`src/rtl/adc_readout_pkg.sv`:
```
// Shared constants for the ADC fill readout path: word/lane geometry,
// header field positions and the reader FSM state encoding.
package adc_readout_pkg;

    localparam int LANE_W     = 32;
    localparam int DW         = 128;
    localparam int LANES      = DW / LANE_W;
    localparam int LANE_IDX_W = $clog2(LANES);
    localparam logic [LANE_IDX_W-1:0] LAST_LANE = LANE_IDX_W'(LANES - 1);

    localparam int FILL_NUM_LSB = 0;
    localparam int FILL_NUM_W   = 24;
    localparam int BURSTS_LSB   = 24;
    localparam int BURSTS_W     = 21;
    localparam int BSA_LSB      = 45;
    localparam int BSA_W        = 23;
    localparam int TYPE_LSB     = 68;
    localparam int TYPE_W       = 2;
    localparam int TAG_LSB      = 70;
    localparam int TAG_W        = 16;
    localparam int RSVD_W       = DW - (TAG_LSB + TAG_W);

    localparam int CNT_W = 16;

    // Header word as it sits in the FIFO, MSB first.
    typedef struct packed {
        logic [RSVD_W-1:0]     rsvd;
        logic [TAG_W-1:0]      channel_tag;
        logic [TYPE_W-1:0]     fill_type;
        logic [BSA_W-1:0]      burst_start_adr;
        logic [BURSTS_W-1:0]   num_bursts;
        logic [FILL_NUM_W-1:0] fill_num;
    } fill_hdr_t;

    localparam int ST_W = 3;
    localparam logic [ST_W-1:0] ST_IDLE  = 3'd0;
    localparam logic [ST_W-1:0] ST_HDR   = 3'd1;
    localparam logic [ST_W-1:0] ST_DATA  = 3'd2;
    localparam logic [ST_W-1:0] ST_CSUM  = 3'd3;
    localparam logic [ST_W-1:0] ST_ABORT = 3'd4;

endpackage

```
`src/rtl/adc_fill_reader_if.sv`:
```
// FIFO read port plus outgoing lane stream of the fill reader.
interface adc_fill_reader_if;
    import adc_readout_pkg::*;

    logic [DW-1:0]     fifo_dout;
    logic              fifo_empty;
    logic              fifo_rd_en;
    logic [LANE_W-1:0] out_dat;
    logic              out_valid;
    logic              out_ready;
    logic              out_last;

    modport master (
        input  fifo_dout, fifo_empty, out_ready,
        output fifo_rd_en, out_dat, out_valid, out_last
    );

    modport slave (
        output fifo_dout, fifo_empty, out_ready,
        input  fifo_rd_en, out_dat, out_valid, out_last
    );

endinterface

```
`src/rtl/adc_word_serializer.sv`:
```
// Presents one FIFO word as LANES consecutive LANE_W lanes, lane 0 first,
// advancing only on an accepted handshake.
module adc_word_serializer
    import adc_readout_pkg::*;
(
    input  logic                  clk,
    input  logic                  reset_n,
    input  logic [DW-1:0]         word,
    input  logic                  word_avail,
    input  logic                  lane_ready,
    output logic [LANE_W-1:0]     lane_dat,
    output logic                  lane_valid,
    output logic [LANE_IDX_W-1:0] lane_idx,
    output logic                  lane_fire,
    output logic                  word_done
);

    assign lane_valid = word_avail;
    assign lane_dat   = lane_valid ? word[LANE_W*lane_idx +: LANE_W] : '0;
    assign lane_fire  = lane_valid && lane_ready;
    assign word_done  = lane_fire && (lane_idx == LAST_LANE);

    // Power-of-two lane count: the index wraps to lane 0 on the last lane.
    always_ff @(posedge clk or negedge reset_n) begin
        if (!reset_n) begin
            lane_idx <= '0;
        end else if (lane_fire) begin
            lane_idx <= lane_idx + LANE_IDX_W'(1);
        end
    end

endmodule

```
`src/rtl/adc_fill_reader.sv`:
```
// Reads header/data/checksum fills from the acquisition FIFO, streams them
// as 32-bit lanes and verifies the XOR checksum.
//
// state | meaning
// IDLE  | waiting for rd_enable and a non-empty FIFO
// HDR   | streaming header word, fields latched on lane 0
// DATA  | streaming data words, burst counter counting down
// CSUM  | streaming checksum word, compared on lane 0
// ABORT | bad header: drain FIFO until empty, no output
module adc_fill_reader
    import adc_readout_pkg::*;
#(
    parameter int unsigned MAX_BURSTS = 2097151
)
(
    input  logic                  clk,
    input  logic                  reset_n,
    adc_fill_reader_if.master     bus,
    input  logic                  rd_enable,
    output logic [FILL_NUM_W-1:0] fill_num,
    output logic [TYPE_W-1:0]     fill_type,
    output logic [BURSTS_W-1:0]   num_fill_bursts,
    output logic                  fill_done,
    output logic                  csum_err,
    output logic                  fmt_err,
    output logic [CNT_W-1:0]      fills_read,
    output logic [CNT_W-1:0]      csum_err_cnt
);

    logic [ST_W-1:0]       state;
    logic [LANE_W-1:0]     run_xor;
    logic [BURSTS_W-1:0]   rem_bursts;
    logic [LANE_W-1:0]     lane_dat;
    logic                  lane_valid;
    logic [LANE_IDX_W-1:0] lane_idx;
    logic                  lane_fire;
    logic                  word_done;
    logic                  word_avail;
    logic                  hdr_bad;

    // An oversized header is rejected before any of its lanes go out.
    assign hdr_bad = (state == ST_HDR) && !bus.fifo_empty &&
                     (32'(bus.fifo_dout[BURSTS_LSB +: BURSTS_W]) > MAX_BURSTS);

    assign word_avail = !bus.fifo_empty &&
                        ((state == ST_DATA) || (state == ST_CSUM) ||
                         ((state == ST_HDR) && !hdr_bad));

    adc_word_serializer u_ser (
        .clk        (clk),
        .reset_n    (reset_n),
        .word       (bus.fifo_dout),
        .word_avail (word_avail),
        .lane_ready (bus.out_ready),
        .lane_dat   (lane_dat),
        .lane_valid (lane_valid),
        .lane_idx   (lane_idx),
        .lane_fire  (lane_fire),
        .word_done  (word_done)
    );

    assign bus.out_dat    = lane_dat;
    assign bus.out_valid  = lane_valid;
    assign bus.out_last   = lane_valid && (state == ST_CSUM) && (lane_idx == LAST_LANE);
    assign bus.fifo_rd_en = word_done || ((state == ST_ABORT) && !bus.fifo_empty);

    always_ff @(posedge clk or negedge reset_n) begin
        if (!reset_n) begin
            state           <= ST_IDLE;
            run_xor         <= '0;
            rem_bursts      <= '0;
            fill_num        <= '0;
            fill_type       <= '0;
            num_fill_bursts <= '0;
            fill_done       <= 1'b0;
            csum_err        <= 1'b0;
            fmt_err         <= 1'b0;
            fills_read      <= '0;
            csum_err_cnt    <= '0;
        end else begin
            fill_done <= 1'b0;
            csum_err  <= 1'b0;
            fmt_err   <= 1'b0;
            case (state)
                ST_IDLE: begin
                    if (rd_enable && !bus.fifo_empty) begin
                        state   <= ST_HDR;
                        run_xor <= '0;
                    end
                end
                ST_HDR: begin
                    if (hdr_bad) begin
                        fmt_err <= 1'b1;
                        state   <= ST_ABORT;
                    end else if (lane_fire) begin
                        run_xor <= run_xor ^ lane_dat;
                        if (lane_idx == '0) begin
                            fill_num        <= bus.fifo_dout[FILL_NUM_LSB +: FILL_NUM_W];
                            fill_type       <= bus.fifo_dout[TYPE_LSB +: TYPE_W];
                            num_fill_bursts <= bus.fifo_dout[BURSTS_LSB +: BURSTS_W];
                            rem_bursts      <= bus.fifo_dout[BURSTS_LSB +: BURSTS_W];
                        end
                        if (word_done) begin
                            state <= (num_fill_bursts != '0) ? ST_DATA : ST_CSUM;
                        end
                    end
                end
                ST_DATA: begin
                    if (lane_fire) begin
                        run_xor <= run_xor ^ lane_dat;
                        if (word_done) begin
                            rem_bursts <= rem_bursts - BURSTS_W'(1);
                            if (rem_bursts == BURSTS_W'(1)) begin
                                state <= ST_CSUM;
                            end
                        end
                    end
                end
                ST_CSUM: begin
                    if (lane_fire) begin
                        if ((lane_idx == '0) && (lane_dat != run_xor)) begin
                            csum_err <= 1'b1;
                            if (csum_err_cnt != {CNT_W{1'b1}}) begin
                                csum_err_cnt <= csum_err_cnt + CNT_W'(1);
                            end
                        end
                        if (word_done) begin
                            fill_done  <= 1'b1;
                            fills_read <= fills_read + CNT_W'(1);
                            state      <= ST_IDLE;
                        end
                    end
                end
                ST_ABORT: begin
                    if (bus.fifo_empty) begin
                        state <= ST_IDLE;
                    end
                end
                default: state <= ST_IDLE;
            endcase
        end
    end

endmodule
```
`src/flat_wrapper.sv`:
```
// flat-port wrapper written by rule: the top's interface ports become plain ports
module adc_fill_reader_flat import adc_readout_pkg::*;
#(
    parameter int unsigned MAX_BURSTS = 2097151
)
  (clk, reset_n, rd_enable, fill_num, fill_type, num_fill_bursts, fill_done, csum_err, fmt_err, fills_read, csum_err_cnt, bus_fifo_dout, bus_fifo_empty, bus_out_ready, bus_fifo_rd_en, bus_out_dat, bus_out_valid, bus_out_last);
  adc_fill_reader_if bus_i ();
  input  logic clk;
  input  logic reset_n;
  input  logic rd_enable;
  output logic [FILL_NUM_W-1:0] fill_num;
  output logic [TYPE_W-1:0] fill_type;
  output logic [BURSTS_W-1:0] num_fill_bursts;
  output logic fill_done;
  output logic csum_err;
  output logic fmt_err;
  output logic [CNT_W-1:0] fills_read;
  output logic [CNT_W-1:0] csum_err_cnt;
  input wire logic [$bits(bus_i.fifo_dout)-1:0] bus_fifo_dout;
  input wire logic [$bits(bus_i.fifo_empty)-1:0] bus_fifo_empty;
  input wire logic [$bits(bus_i.out_ready)-1:0] bus_out_ready;
  output wire logic [$bits(bus_i.fifo_rd_en)-1:0] bus_fifo_rd_en;
  output wire logic [$bits(bus_i.out_dat)-1:0] bus_out_dat;
  output wire logic [$bits(bus_i.out_valid)-1:0] bus_out_valid;
  output wire logic [$bits(bus_i.out_last)-1:0] bus_out_last;
  assign bus_i.fifo_dout = bus_fifo_dout;
  assign bus_i.fifo_empty = bus_fifo_empty;
  assign bus_i.out_ready = bus_out_ready;
  assign bus_fifo_rd_en = bus_i.fifo_rd_en;
  assign bus_out_dat = bus_i.out_dat;
  assign bus_out_valid = bus_i.out_valid;
  assign bus_out_last = bus_i.out_last;
  adc_fill_reader #(.MAX_BURSTS(MAX_BURSTS)) u_core (.clk(clk), .reset_n(reset_n), .bus(bus_i), .rd_enable(rd_enable), .fill_num(fill_num), .fill_type(fill_type), .num_fill_bursts(num_fill_bursts), .fill_done(fill_done), .csum_err(csum_err), .fmt_err(fmt_err), .fills_read(fills_read), .csum_err_cnt(csum_err_cnt));
endmodule
```
`config.mk`:
```
export PLATFORM = sky130hd
export DESIGN_NAME = adc_fill_reader_flat
export DESIGN_NICKNAME = d
export VERILOG_FILES = /design/src/rtl/adc_readout_pkg.sv /design/src/rtl/adc_fill_reader_if.sv /design/src/rtl/adc_word_serializer.sv /design/src/rtl/adc_fill_reader.sv /design/src/flat_wrapper.sv
export SDC_FILE = /design/constraint.sdc
export NUM_CORES = 1
export LEC_CHECK = 0
export ABC_AREA = 1
export CAP_MARGIN = 15
export CORE_MARGIN = 4
export CORE_UTILIZATION = 49
export CTS_CLUSTER_DIAMETER = 120
export DETAILED_ROUTE_END_ITERATION = 16
export PLACE_DENSITY = 0.9
export SLEW_MARGIN = 20
export SYNTH_ARGS = -nofsm -noshare
export SYNTH_HDL_FRONTEND = slang
export SYNTH_SLANG_ARGS = --single-unit
```
`constraint.sdc`:
```
create_clock -name clk -period 2.3 [get_ports clk]
set_input_delay 0.575 -clock clk [delete_from_list [all_inputs] [get_ports clk]]
set_output_delay 0.575 -clock clk [all_outputs]
set_load 0.01 [all_outputs]
```
Yosys cells after proc, flatten, opt, wreduce, memory -nomap -nowiden
Cells that the tools add are included.
{ "op_classes": {"n_mux": 26, "eq_ne": 19, "n_shift": 1, "n_bitwise": 1, "addsub": 4, "reduce_logical": 24} }
{ "ops": {"columns": ["op", "count"], "rows": [
  ["indexed part select 128 x 8 -> 32 bit", 1],
  ["two-way mux 32 bit", 3],
  ["two-way mux 21 bit", 4],
  ["one-hot mux 32 bit (2 select lines)", 1],
  ["one-hot mux 21 bit (2 select lines)", 1],
  ["adder 16 x 1 -> 16 bit, second input constant", 2],
  ["inequality test 32 bit", 1],
  ["bitwise XOR 32 bit", 1],
  ["two-way mux 3 bit", 9],
  ["== test 21 x 1 -> 1 bit, second input constant", 1],
  ["nonzero test 21 bit", 1],
  ["subtractor 21 x 1 -> 21 bit, second input constant", 1],
  ["inequality test 16 bit, second input constant", 1],
  ["one-hot mux 3 bit (5 select lines)", 1],
  ["inequality test 2 bit, second input constant", 6],
  ["inequality test 2 x 1 -> 1 bit, second input constant", 5],
  ["AND reduction 3 bit", 3],
  ["AND reduction 9 bit", 1],
  ["logical AND 1 bit", 8],
  ["two-way mux 1 bit", 7],
  ["== test 3 x 2 -> 1 bit, second input constant", 2],
  ["AND reduction 5 bit", 1],
  ["AND reduction 4 bit", 1],
  ["nonzero test 2 bit", 2],
  ["other kinds (9)", 11]
]} }
{ "word_totals": {"wordCells": 86, "regBits": 139, "out_inout_bits": 117, "input_bits": 133} }

Logic depth before layout (Yosys ltp)
{ "logic_depth": {"depth_word": 10, "depth_mapped": 18, "depth_no_buf": 16} }

By module
From an unflattened synthesis, not the netlist that was laid out.
{ "unflattened": {"cells_unflattened": 1273, "area_unflattened_um2": 8908.5} }
{ "modules_own_cells": {"columns": ["module", "area_each_um2", "seq_area_each_um2", "cells_per_inst", "instances"], "rows": [
  ["adc_fill_reader", 7203.2, 3403.3, 883, 1],
  ["adc_word_serializer", 1705.4, 50.0, 390, 1]
]} }

Worst setup path after synthesis
Ideal clock, no wire load.
{ "synth_timing": {"path_type": "register to register", "from": "register u_core.state[0]", "to": "register u_core.fills_read[15]", "n_path_buf": 1, "arrival_ns": 2.104, "setup_ns": 0.124, "synth_period_minus_slack_ns": 2.229, "setup_slack_ns": 0.071, "path_stages_with_launch": 15, "required_time_ns": 2.176, "cell_sequence": "dfrtp_1 -> inv_1 -> ha_1 -> nor2_2 -> buf_4 -> nand2_4 -> nor2_2 -> inv_2 -> nor2_4 -> nand2_2 -> nor2_1 -> nand2_1 -> nor3_2 -> nand3_1 -> xnor2_1"} }
{ "synth_via": {"elab_chain_cells": 7, "word_cells_on_any_way": 9, "cone_classes": "eq/ne (3); reduce/logical (6)"} }
{ "synth_lines": {"columns": ["item", "line_no", "text"], "rows": [
  ["from (decl)", "adc_fill_reader.sv:30", "logic [ST_W-1:0] state;"],
  ["from (signal assigned)", "adc_fill_reader.sv:104", "state <= (num_fill_bursts != '0) ? ST_DATA : ST_CSUM;"],
  ["== test 3 x 2 -> 1 bit (on tied branches)", "adc_fill_reader.sv:46, adc_fill_reader.sv:84", null],
  ["logical OR 1 bit (2 in a row)", "adc_fill_reader.sv:46", "((state == ST_DATA) || (state == ST_CSUM) ||"],
  ["logical AND 1 bit", "adc_fill_reader.sv:45", "assign word_avail = !bus.fifo_empty &&"],
  ["logical AND 1 bit", "adc_word_serializer.sv:20", "assign lane_fire = lane_valid && lane_ready;"],
  ["logical AND 1 bit", "adc_word_serializer.sv:21", "assign word_done = lane_fire && (lane_idx == LAST_LANE);"],
  ["AND reduction 3 bit (no source line) *", null, null],
  ["to (signal assigned)", "adc_fill_reader.sv:129", "fills_read <= fills_read + CNT_W'(1);"],
  ["to (decl)", "adc_fill_reader.sv:26", "output logic [CNT_W-1:0] fills_read,"]
]} }
Every way passes the cells marked *; elsewhere a longest branch is shown, timed or not.
A chain may end at the register's enable or synchronous reset.

Final worst setup path
{ "layout_timing": {"from": "register u_core.state[0]", "to": "register u_core.run_xor[9]"} }
{ "layout_via": {"elab_chain_cells": 8, "word_cells_on_any_way": 17, "cone_classes": "eq/ne (5); mux (3); bitwise (1); reduce/logical (8)"} }
{ "layout_lines": {"columns": ["item", "line_no", "text"], "rows": [
  ["== test 3 x 2 -> 1 bit (on tied branches)", "adc_fill_reader.sv:46, adc_fill_reader.sv:84", null],
  ["logical OR 1 bit (2 in a row)", "adc_fill_reader.sv:46", null],
  ["logical AND 1 bit", "adc_fill_reader.sv:45", null],
  ["two-way mux 32 bit", "adc_word_serializer.sv:19", "assign lane_dat = lane_valid ? word[LANE_W*lane_idx +: LANE_W] : '0;"],
  ["bitwise XOR 32 bit", "adc_fill_reader.sv:96, adc_fill_reader.sv:110", null],
  ["two-way mux 32 bit", "adc_fill_reader.sv:95, adc_fill_reader.sv:109", null],
  ["one-hot mux 32 bit (2 select lines)", "adc_fill_reader.sv:84", "case (state)"],
  ["to (signal assigned)", "adc_fill_reader.sv:96", "run_xor <= run_xor ^ lane_dat;"],
  ["to (signal assigned)", "adc_fill_reader.sv:110", "run_xor <= run_xor ^ lane_dat;"],
  ["to (decl)", "adc_fill_reader.sv:31", "logic [LANE_W-1:0] run_xor;"]
]} }
Several ways; a longest one is shown, not always the timed one. The select of a mux whose other input is x is not followed.

==> qor.yml <==
status: "finished, violations left"
violations: "setup timing"
drive_gt1_share_pct: 31.0
postRouteAntennaNets: 0
ys_ff_latch: 138
report.final.hold_viol_count: 0
cp-startpoint: "u_core.state[0]"
track_usage_pct: 35.4
layout_commonest_cell: "nand2_1"
drt_pre_antenna_iters: 8
wirelength_mm: 44.1
htreeDepth: 4
layoutNonFillerInstCount: 1902
antenna_found_initial: 2
slew_violations: 0
dpl.cell_count: 1794
hpwlAfterDp_mm: 23.2
drv_cap: 0
required_ns: 2.55
viasPerCell: 6.16
setup_viol: 81
grt_pass1_wl_mm: 55.7
drc: 0
clk_latency_ns: 0.45
max_slew_margin_pct: 36.1
synth_cell_type_count: 41
ir_drop_v: 0.000961
r2r-end: "u_core.run_xor[9]"
ys_seq_area_share_pct: 39.8
layout.nets: 1805
synth_top_area_share_pct: 39.8
final_min_period_over_clock_period_pct: 119
ys.warnings.count: 0
p_per_area_mw_per_mm2: 1220
rows: 48
tightest_slew_ns: 0.949
worstHoldPathType: "input port to async pin"
fmax_mhz: 365
wl_per_cell_um: 23.2
cts_tree: "done"
clk_pin_slew_ns: 0.08
path_class: "flip-flop to flip-flop"
die_x_um: 141
post-synth-top-area-cell: "dfrtp_1"
syn_nets: 1419
io_pins: 250
synth_area_leaders: "dfrtp_1 (40%), nand2_1 (18%), inv_1 (8.7%), nand3_1 (7.4%), o21ai_0 (6.7%)"
start_util_pct: 50.2
overflow: 0
die_area_sq_mm: 0.0199
reg2reg_from: "u_core.state[0]"
cts_num_sinks: 138
worst-r2r-cell-count: 11
cts_root_buffer: "clkbuf_16"
die_y_um: 141
area_growth_pct: 70.4
synthesis.area_sq_mm: 0.00867
finalCriticalPeriod_ns: 2.74
vias: 11700
netlist_instances: 1276
drt_iter0_markers: 1679
arrival_ns: 2.98
static-leakage-power_nw: 7.34
end_kind: "flip-flop"
grt_max_degree: 48
gp_congestion: 0.966
core-area_sq_mm: 0.0173
cts_max_path_buffers: 2
cts_inserted_buffers: 17
skew_ns: 0.0230
finalCoreUtilization_pct: 85.5
final.setup.worst_slack_ns: -0.438
avgSynthCellArea_sq_um: 6.80
cp_max_fo: 32
rsz0062_at_grt: "yes"
port_buffers: 248
start_kind: "flip-flop"
grt_pass1_vias: 10600
layout_common_cells: "nand2_1 (284), clkdlybuf4s50_1 (211), inv_1 (175)"
r2r_slack_ns: -0.44
## cells in the mapped netlist, drive strengths merged
library cell / count
nand2: 422
inv: 205
dfrtp: 138
nand3: 130
o21ai: 123
nor2: 64
buf: 32
xor2: 30
clkbuf: 23
nand4: 23
a21oi: 18
nor3: 15
nor4: 11
xnor2: 11
ha: 10
o22ai: 5
a21boi: 2
nor3b: 2
o211ai: 2
a211oi: 1
a221oi: 1
a22o: 1
a22oi: 1
a31oi: 1
clkinv: 1
conb: 1
nand3b: 1
o32ai: 1
or2: 1
## report_power, final
group / switching [W] / internal [W] / total [W]
combinational: 0.00674 / 0.00479 / 0.0115
clock: 0.00120 / 0.00155 / 0.00275
sequential: 0.000664 / 0.00311 / 0.00377
total: 0.00861 / 0.00945 / 0.0181
## metal layers
layer	GRT usage [%]	routed length, um	vias to the layer above
met5	0	0	-
met4	16.9	4470	0
met3	7.80	5410	436
met2	58.8	19800	1102
met1	43.9	14400	5381
li1	-	-	4794
## state kept, by name, summed over array words and instances (netlist names)
signal / flops
u_core.run_xor: 32
u_core.fill_num: 24
u_core.num_fill_bursts: 21
u_core.rem_bursts: 21
u_core.csum_err_cnt: 16
u_core.fills_read: 16
u_core.fill_type: 2
u_core.state: 2
u_core.u_ser.lane_idx: 2
u_core.csum_err: 1
u_core.fill_done: 1
## cell families (layout without fill, tap and decap cells)
logic type	Yosys count	in the layout	share of synthesized area [%]
buffers and inverters	261	659	12.3
other	1	3	0.0432
xor gates and xnor gates	41	41	4.14
DFF	138	138	39.8
AOI/OAI and AO/OA	156	156	9.39
adders and majority gates	10	10	1.44
and+or+nand+nor	669	670	32.9
## area by class of cell
class	count	area, sq um
Multi-Input combinational cell	878	5440
Timing Repair Buffer	420	4240
Sequential cell	138	3460
Fill cell	858	2510
Inverter	206	795
Clock buffer	19	453
Tap cell	225	282
Clock inverter	13	114
Timing Repair inverter	1	6.26
Antenna cell	2	5.00
## repair_timing
action | CTS | global route
setup buffers | 45 | 26
cloned | 8 | 3
endpoints found under the setup margin | 53 | 66
pin swaps | 55 | 103
resized for setup | 320 | 254
hold buffers | 0 | 0
## per-stage QoR
stage	worst slack [ns]	hold WS [ns]	TNS [ns]	power (W)	cell area [sq um]
6_report	-0.438	0.0756	-13.47	0.0181	14800
5_1_grt	-0.399	0.102	-16.29	0.0186	14800
4_1_cts	-0.138	0.0999	-2.51	0.0154	13700
3_5_place_dp	-0.529	0.457	-29.53	0.0109	12100
3_3_place_gp	-0.519	0.456	-25.24	0.0106	12100
2_1_floorplan	0.0713	0.279	0	0.00750	8670
## worst max path at each step
stage                     cells past startpoint                     end  slack, ns
after floorplan                              14   u_core.fills_read[15]       0.07
after global placement                        6          bus_out_dat[5]      -0.52
after detailed placement                      6          bus_out_dat[5]      -0.53
after CTS                                    10         bus_out_dat[12]      -0.14
after global routing                         17  u_core.csum_err_cnt[7]      -0.40
final                                        11       u_core.run_xor[9]      -0.44
## worst max-delay path: stages (launching register included)
cell	delay [ns]
dfrtp_1	0.40
inv_2	0.07
ha_4	0.17
nor2_4	0.13
buf_4	0.15
buf_4	0.14
nand2_4	0.07
buf_6	0.15
nor4_2	0.35
buf_12	0.26
nand3_1	0.25
o21ai_0	0.38
No activity file was read; power rests on OpenSTA's default activity.
